`config.mk`:
```
export PLATFORM = sky130hd
export DESIGN_NAME = aes_round_ctrl
export DESIGN_NICKNAME = d
export VERILOG_FILES = /design/src/rtl/aes_round_ctrl.sv
export SDC_FILE = /design/constraint.sdc
export NUM_CORES = 2
export LEC_CHECK = 0
export CORE_AREA = 2 2 399 401
export CTS_CLUSTER_DIAMETER = 40
export DETAILED_ROUTE_END_ITERATION = 6
export DIE_AREA = 0 0 401 403
export GPL_TIMING_DRIVEN = 0
export PLACE_DENSITY_LB_ADDON = 0.15
export SKIP_LAST_GASP = 1
export SLEW_MARGIN = 5
export SYNTH_ARGS = -nofsm -noshare
export SYNTH_HDL_FRONTEND = slang
export SYNTH_SLANG_ARGS = --single-unit
```
`constraint.sdc`:
```
create_clock -name clock -period 15.1 [get_ports clock]
set_input_delay 2.265 -clock clock [delete_from_list [all_inputs] [get_ports clock]]
set_output_delay 2.265 -clock clock [all_outputs]
set_load 0.1 [all_outputs]
```
`src/rtl/aes_round_ctrl.sv`:
```
// aes_round_ctrl: start/busy/done sequencer for a shared single-round AES-128 datapath.
//
// Accepts one encrypt or decrypt request at a time and steps the external
// combinational round unit and key-step unit one round per cycle. The expanded
// key schedule is kept in an 11-entry register file so that decrypt can walk
// the round keys in reverse order. The result is returned on a valid/ready port.
//
// Ports:
//   clock, reset          rising-edge clock, synchronous active-high reset
//   in_valid/in_ready     request handshake (in_ready high only when idle)
//   in_decrypt            0 = encrypt, 1 = decrypt
//   in_data, in_key       128-bit block and cipher key, sampled on accept
//   out_valid/out_ready   result handshake, out_data held until accepted
//   busy                  high whenever not idle
//   rnd_in/rnd_key        state and round key to the round unit
//   rnd_last/rnd_dec      final-round (no (Inv)MixColumns) and inverse-round selects
//   rnd_out               round unit result (combinational)
//   ks_in/ks_round        previous round key and round index (1..10) to the key-step unit
//   ks_out                next round key (combinational)
//
// Build option: define AES_KEY_CACHE_EN to keep a schedule-valid flag so that a
// decrypt with the most recently expanded key skips the EXPAND pass.
module aes_round_ctrl #(
  parameter int unsigned NR = 10  // only 10 (AES-128) is supported
) (
  input  logic         clock,
  input  logic         reset,
  input  logic         in_valid,
  output logic         in_ready,
  input  logic         in_decrypt,
  input  logic [127:0] in_data,
  input  logic [127:0] in_key,
  output logic         out_valid,
  input  logic         out_ready,
  output logic [127:0] out_data,
  output logic         busy,
  output logic [127:0] rnd_in,
  output logic [127:0] rnd_key,
  output logic         rnd_last,
  output logic         rnd_dec,
  input  logic [127:0] rnd_out,
  output logic [127:0] ks_in,
  output logic [3:0]   ks_round,
  input  logic [127:0] ks_out
);

  localparam logic [3:0] LastRnd = 4'(NR);

  typedef enum logic [2:0] {
    StIdle,
    StExpand,
    StEround,
    StDround,
    StOut
  } state_e;

  state_e       state_q, state_d;
  logic [127:0] st_q, st_d;
  logic [127:0] cur_key_q, cur_key_d;
  logic [3:0]   rnd_q, rnd_d;

  // Key schedule storage; entry i holds round key i.
  logic [127:0] kr_q [0:NR];
  logic         kr_we;
  logic [3:0]   kr_addr;
  logic [127:0] kr_wdata;
  logic [127:0] kr_rd;

  assign kr_rd = kr_q[rnd_q];

`ifdef AES_KEY_CACHE_EN
  logic sched_vld_q, sched_vld_d;
  logic key_match;
  logic cache_hit;

  assign key_match = (in_key == kr_q[0]);
  assign cache_hit = sched_vld_q && key_match;
`endif

  always_comb begin
    state_d   = state_q;
    st_d      = st_q;
    cur_key_d = cur_key_q;
    rnd_d     = rnd_q;
    kr_we     = 1'b0;
    kr_addr   = rnd_q;
    kr_wdata  = ks_out;
    in_ready  = 1'b0;
    busy      = 1'b1;
    out_valid = 1'b0;
    out_data  = '0;
    // Datapath outputs parked at zero outside the round states to limit toggling.
    rnd_in    = '0;
    rnd_key   = '0;
    rnd_last  = 1'b0;
    rnd_dec   = 1'b0;
    ks_in     = '0;
    ks_round  = '0;
`ifdef AES_KEY_CACHE_EN
    sched_vld_d = sched_vld_q;
`endif

    unique case (state_q)
      StIdle: begin
        in_ready = 1'b1;
        busy     = 1'b0;
        if (in_valid) begin
          kr_we     = 1'b1;
          kr_addr   = 4'd0;
          kr_wdata  = in_key;
          cur_key_d = in_key;
          rnd_d     = 4'd1;
`ifdef AES_KEY_CACHE_EN
          if (!key_match) begin
            sched_vld_d = 1'b0;
          end
`endif
          if (!in_decrypt) begin
            st_d    = in_data ^ in_key;
            state_d = StEround;
          end else begin
`ifdef AES_KEY_CACHE_EN
            if (cache_hit) begin
              // Schedule already holds this key: start straight at the last round key.
              st_d    = in_data ^ kr_q[NR];
              rnd_d   = LastRnd - 4'd1;
              state_d = StDround;
            end else begin
              st_d    = in_data;
              state_d = StExpand;
            end
`else
            st_d    = in_data;
            state_d = StExpand;
`endif
          end
        end
      end

      StEround: begin
        ks_in     = cur_key_q;
        ks_round  = rnd_q;
        rnd_in    = st_q;
        rnd_key   = ks_out;
        rnd_last  = (rnd_q == LastRnd);
        st_d      = rnd_out;
        cur_key_d = ks_out;
        kr_we     = 1'b1;
        if (rnd_q == LastRnd) begin
          // Counter is held at its maximum rather than wrapping past it.
          state_d = StOut;
`ifdef AES_KEY_CACHE_EN
          sched_vld_d = 1'b1;
`endif
        end else begin
          rnd_d = rnd_q + 4'd1;
        end
      end

      StExpand: begin
        ks_in     = cur_key_q;
        ks_round  = rnd_q;
        cur_key_d = ks_out;
        kr_we     = 1'b1;
        if (rnd_q == LastRnd) begin
          // Initial AddRoundKey of the inverse cipher uses the last round key.
          st_d    = st_q ^ ks_out;
          rnd_d   = LastRnd - 4'd1;
          state_d = StDround;
`ifdef AES_KEY_CACHE_EN
          sched_vld_d = 1'b1;
`endif
        end else begin
          rnd_d = rnd_q + 4'd1;
        end
      end

      StDround: begin
        rnd_in   = st_q;
        rnd_key  = kr_rd;
        rnd_dec  = 1'b1;
        rnd_last = (rnd_q == 4'd0);
        st_d     = rnd_out;
        if (rnd_q == 4'd0) begin
          state_d = StOut;
        end else begin
          rnd_d = rnd_q - 4'd1;
        end
      end

      StOut: begin
        out_valid = 1'b1;
        out_data  = st_q;
        if (out_ready) begin
          state_d = StIdle;
        end
      end

      default: begin
        state_d = StIdle;
      end
    endcase
  end

  always_ff @(posedge clock) begin
    if (reset) begin
      state_q   <= StIdle;
      st_q      <= '0;
      cur_key_q <= '0;
      rnd_q     <= '0;
    end else begin
      state_q   <= state_d;
      st_q      <= st_d;
      cur_key_q <= cur_key_d;
      rnd_q     <= rnd_d;
    end
  end

  always_ff @(posedge clock) begin
    if (kr_we && !reset) begin
      kr_q[kr_addr] <= kr_wdata;
    end
  end

`ifdef AES_KEY_CACHE_EN
  always_ff @(posedge clock) begin
    if (reset) begin
      sched_vld_q <= 1'b0;
    end else begin
      sched_vld_q <= sched_vld_d;
    end
  end
`endif

  // Round counter stays within the schedule and never under/overflows.
  a_rnd_range: assert property (@(posedge clock) disable iff (reset) rnd_q <= LastRnd);
  a_dround_rnd: assert property (@(posedge clock) disable iff (reset)
      (state_q == StDround) |-> (rnd_q < LastRnd));
  a_fwd_rnd: assert property (@(posedge clock) disable iff (reset)
      ((state_q == StEround) || (state_q == StExpand)) |-> (rnd_q != 4'd0));

endmodule

```
==> flow_metrics.env <==
export IMPL_cpLargestDelayFamily="buffers and inverters"
export IMPL_finalSetupViolCount=0
export IMPL_synth_async_sr_flop_share_pct=0
export IMPL_grt_max_degree=26
export IMPL_grt_first_pass_wirelength_um=440000
export IMPL_yosysWarningCount=0
export IMPL_areaGrowthSynthToFinish_pct=30.3
export IMPL_synth_avg_cell_area_um2=13.9
export IMPL_critical_path_buf_inv_count=2
export IMPL_r2r_slack_ps=10430
export IMPL_path_cells="clkdlybuf4s50_1, o21ai_0, a31oi_1, clkdlybuf4s50_1"
export IMPL_cts_resized=0
export IMPL_fin_skew_ps=26.0
export IMPL_cts_tree="yes"
export IMPL_slew_limit_headroom_pct=1.43
export IMPL_layout_drive_gt1_share_pct=15.2
export IMPL_hold_viol=0
export IMPL_peakVddDrop_mv=0.125
export IMPL_fmax_mhz=128
export IMPL_cts_root_buf="clkbuf_16"
export IMPL_drc=4
export IMPL_htree_num_levels=4
export IMPL_synth_cell_types=53
export IMPL_crit_path_max_incr_delay_ps=1410
export IMPL_hp_class="reg -> reg"
export IMPL_finalCritPeriodShare_pct=51.8
export IMPL_grt_overflow_total=0
export IMPL_reg2reg_depth=13
export IMPL_port_buffers=1036
export IMPL_power_density_nw_per_um2=204
export IMPL_wl_per_cell_um=36.2
export IMPL_cp_required_ps=12840
export IMPL_outcome="complete, but fails checks"
export IMPL_dieArea_um2=162000
export IMPL_drt_total_wl_um=324000
export IMPL_worstPathArrival_ps=5560
export IMPL_gp_congestion=1.00
export IMPL_std_cell_rows=146
export IMPL_start_util_pct=46.9
export IMPL_core_um2=157000
export IMPL_grt_usage_pct=39.4
export IMPL_synth_area_um2=73900
export IMPL_ys_seq_elements=1675
export IMPL_ant_nets=0
export IMPL_drv_slew=0
export IMPL_die_h_um=403
export IMPL_worstMarginPinSlew_ps=1470
export IMPL_antenna_found_initial=40
export IMPL_cap_violations=0
export IMPL_synth_edf_count=1408
export IMPL_fin_hold_ws_ps=479
export IMPL_cp_common_cell="clkdlybuf4s50_1"
export IMPL_hp_start="cur_key_q[121]$_SDFFE_PP0P_"
export IMPL_worstSkewPairLatency_ps=830
export IMPL_grt_pass1_vias=54500
export IMPL_first_pass_iters=7
export IMPL_endpoint_kind="output port"
export IMPL_via_per_inst=6.43
export IMPL_min_to="cur_key_q[121]$_SDFFE_PP0P_"
export IMPL_cp_max_fo=4
export IMPL_mostFrequentLayoutCells="edfxtp_1, clkdlybuf4s50_1, nand2_1"
export IMPL_final_cell_count_no_fill=8962
export IMPL_io_pins=1038
export IMPL_slowest_stage="clkdlybuf4s50_1"
export IMPL_path_clk_slew_ps=50
export IMPL_cts_sinks=1675
export IMPL_rsz0062_at_grt="false"
export IMPL_min_path_cells=2
export IMPL_drt_iter0_drc=9331
export IMPL_cts_buffer_depth=3
export IMPL_cts_hold_buf=0
export IMPL_ys_flop_type="edfxtp_1"
export IMPL_yosysSeqAreaShare_pct=64.5
export IMPL_dp_hpwl_um=241000
export IMPL_cp_start_kind="primary input"
export IMPL_placed_cells=8510
export IMPL_violations="design-rule violations"
export IMPL_post_route_min_period_ps=7820
export IMPL_power_leakage_nw=33.8
export IMPL_cts_setup_buffers=0
export IMPL_syn_instance_count=5312
export IMPL_dieWidth_um=401
export IMPL_vias=57700
export IMPL_final_common_cell="edfxtp_1"
export IMPL_reg2reg_from="state_q[1]$_SDFFE_PP0P_"
export IMPL_cts_buffers=221
export IMPL_nets=7182
export IMPL_critPathKind="in -> out"
export IMPL_syn_num_nets=5833
export IMPL_reg2reg_to="kr_q[2][87]$_DFFE_PP_"
-- cells by family (layout without fill, tap and decap cells) --
group | Yosys count | in the layout | synth area share (%)
and+or+nand+nor | 1595 | 1595 | 10.0
buffers and inverters | 470 | 2009 | 3.00
muxes | 385 | 385 | 9.55
adders and majority gates | 4 | 4 | 0.0678
AOI/OAI and AO/OA | 924 | 924 | 9.82
other | 0 | 39 | 0
DFF | 1675 | 1675 | 64.5
xor gates and xnor gates | 259 | 259 | 3.08
-- worst min-delay path, delay by kind of cell, from the launching register on --
family	cells	cell delay, ps
flops	1	300
compound gates	1	80
simple gates	1	50
-- state kept, by name (all words and copies together), names as in the netlist, named ones only --
signal     count
cur_key_q    128
kr_q        1408
rnd_q          4
st_q         128
state_q        3
-- cell usage after synthesis, types with 131 or more instances --
library cell / instances / area (um2)
edfxtp_1: 1408 / 42300
nand2_1: 765 / 2870
and3_1: 386 / 2410
nor2_1: 277 / 1040
dfxtp_1: 267 / 5350
clkbuf_1: 260 / 976
o21ai_0: 257 / 1290
mux4_2: 256 / 5770
a211oi_1: 132 / 991
buf_2: 132 / 661
nand2b_1: 131 / 820
-- layer usage --
| layer | wire (um) | part of all wire, % | global-route usage [%] | up-vias |
|---|---|---|---|---|
| met2 | 142000 | 44 | 57.4 | 4276 |
| met3 | 43100 | 13 | 12.9 | 660 |
| met4 | 18900 | 5.8 | 21.6 | 16 |
| met1 | 120000 | 37 | 52.2 | 29400 |
| met5 | 278 | 0.086 | 0 | - |
| li1 | - | - | - | 23300 |
-- how the worst max path moves through the flow --
stage,startpoint,end,slack [ps],depth (start not counted)
global placement,in_valid,kr_q[3][99]$_DFFE_PP_,-8300,6
CTS,ks_out[57],rnd_key[57],7410,4
finish,ks_out[57],rnd_key[57],7280,4
floorplan,reset,kr_q[3][0]$_DFFE_PP_,2700,4
global route,register,rnd_key[15],7350,7
detailed placement,ks_out[57],rnd_key[57],7430,4
-- final cells by class --
type	instances	area, um2
inverters	9	33.8
plain buffers	461	2200
clock buffers	262	5880
repair buffers	1126	12100
flip-flops and latches	1675	47600
clock inverters	151	1590
well taps	2072	2590
fillers	12200	61200
diodes	39	97.6
multi-input cells	3167	24100
-- metrics by stage --
step                total power [mW]  instance area, um2  worst slack, ps  setup TNS, ps  utilization, %
floorplan                       11.2               73900             2700              0               -
global placement                14.1               86800            -8300       -2896190            55.1
detailed placement              14.2               88600             7430              0            56.3
CTS                             19.4               96100             7410              0            61.0
global route                    20.1               96200             7350              0            61.1
finish                          19.6               96200             7280              0            61.1
-- power by group --
part	leakage (nW)	switching, mW	internal [mW]
registers	15.0	0.340	5.86
clock network	3.63	2.14	3.16
logic	15.1	6.02	2.11
Note: power is estimated with default switching activity, not from simulation.
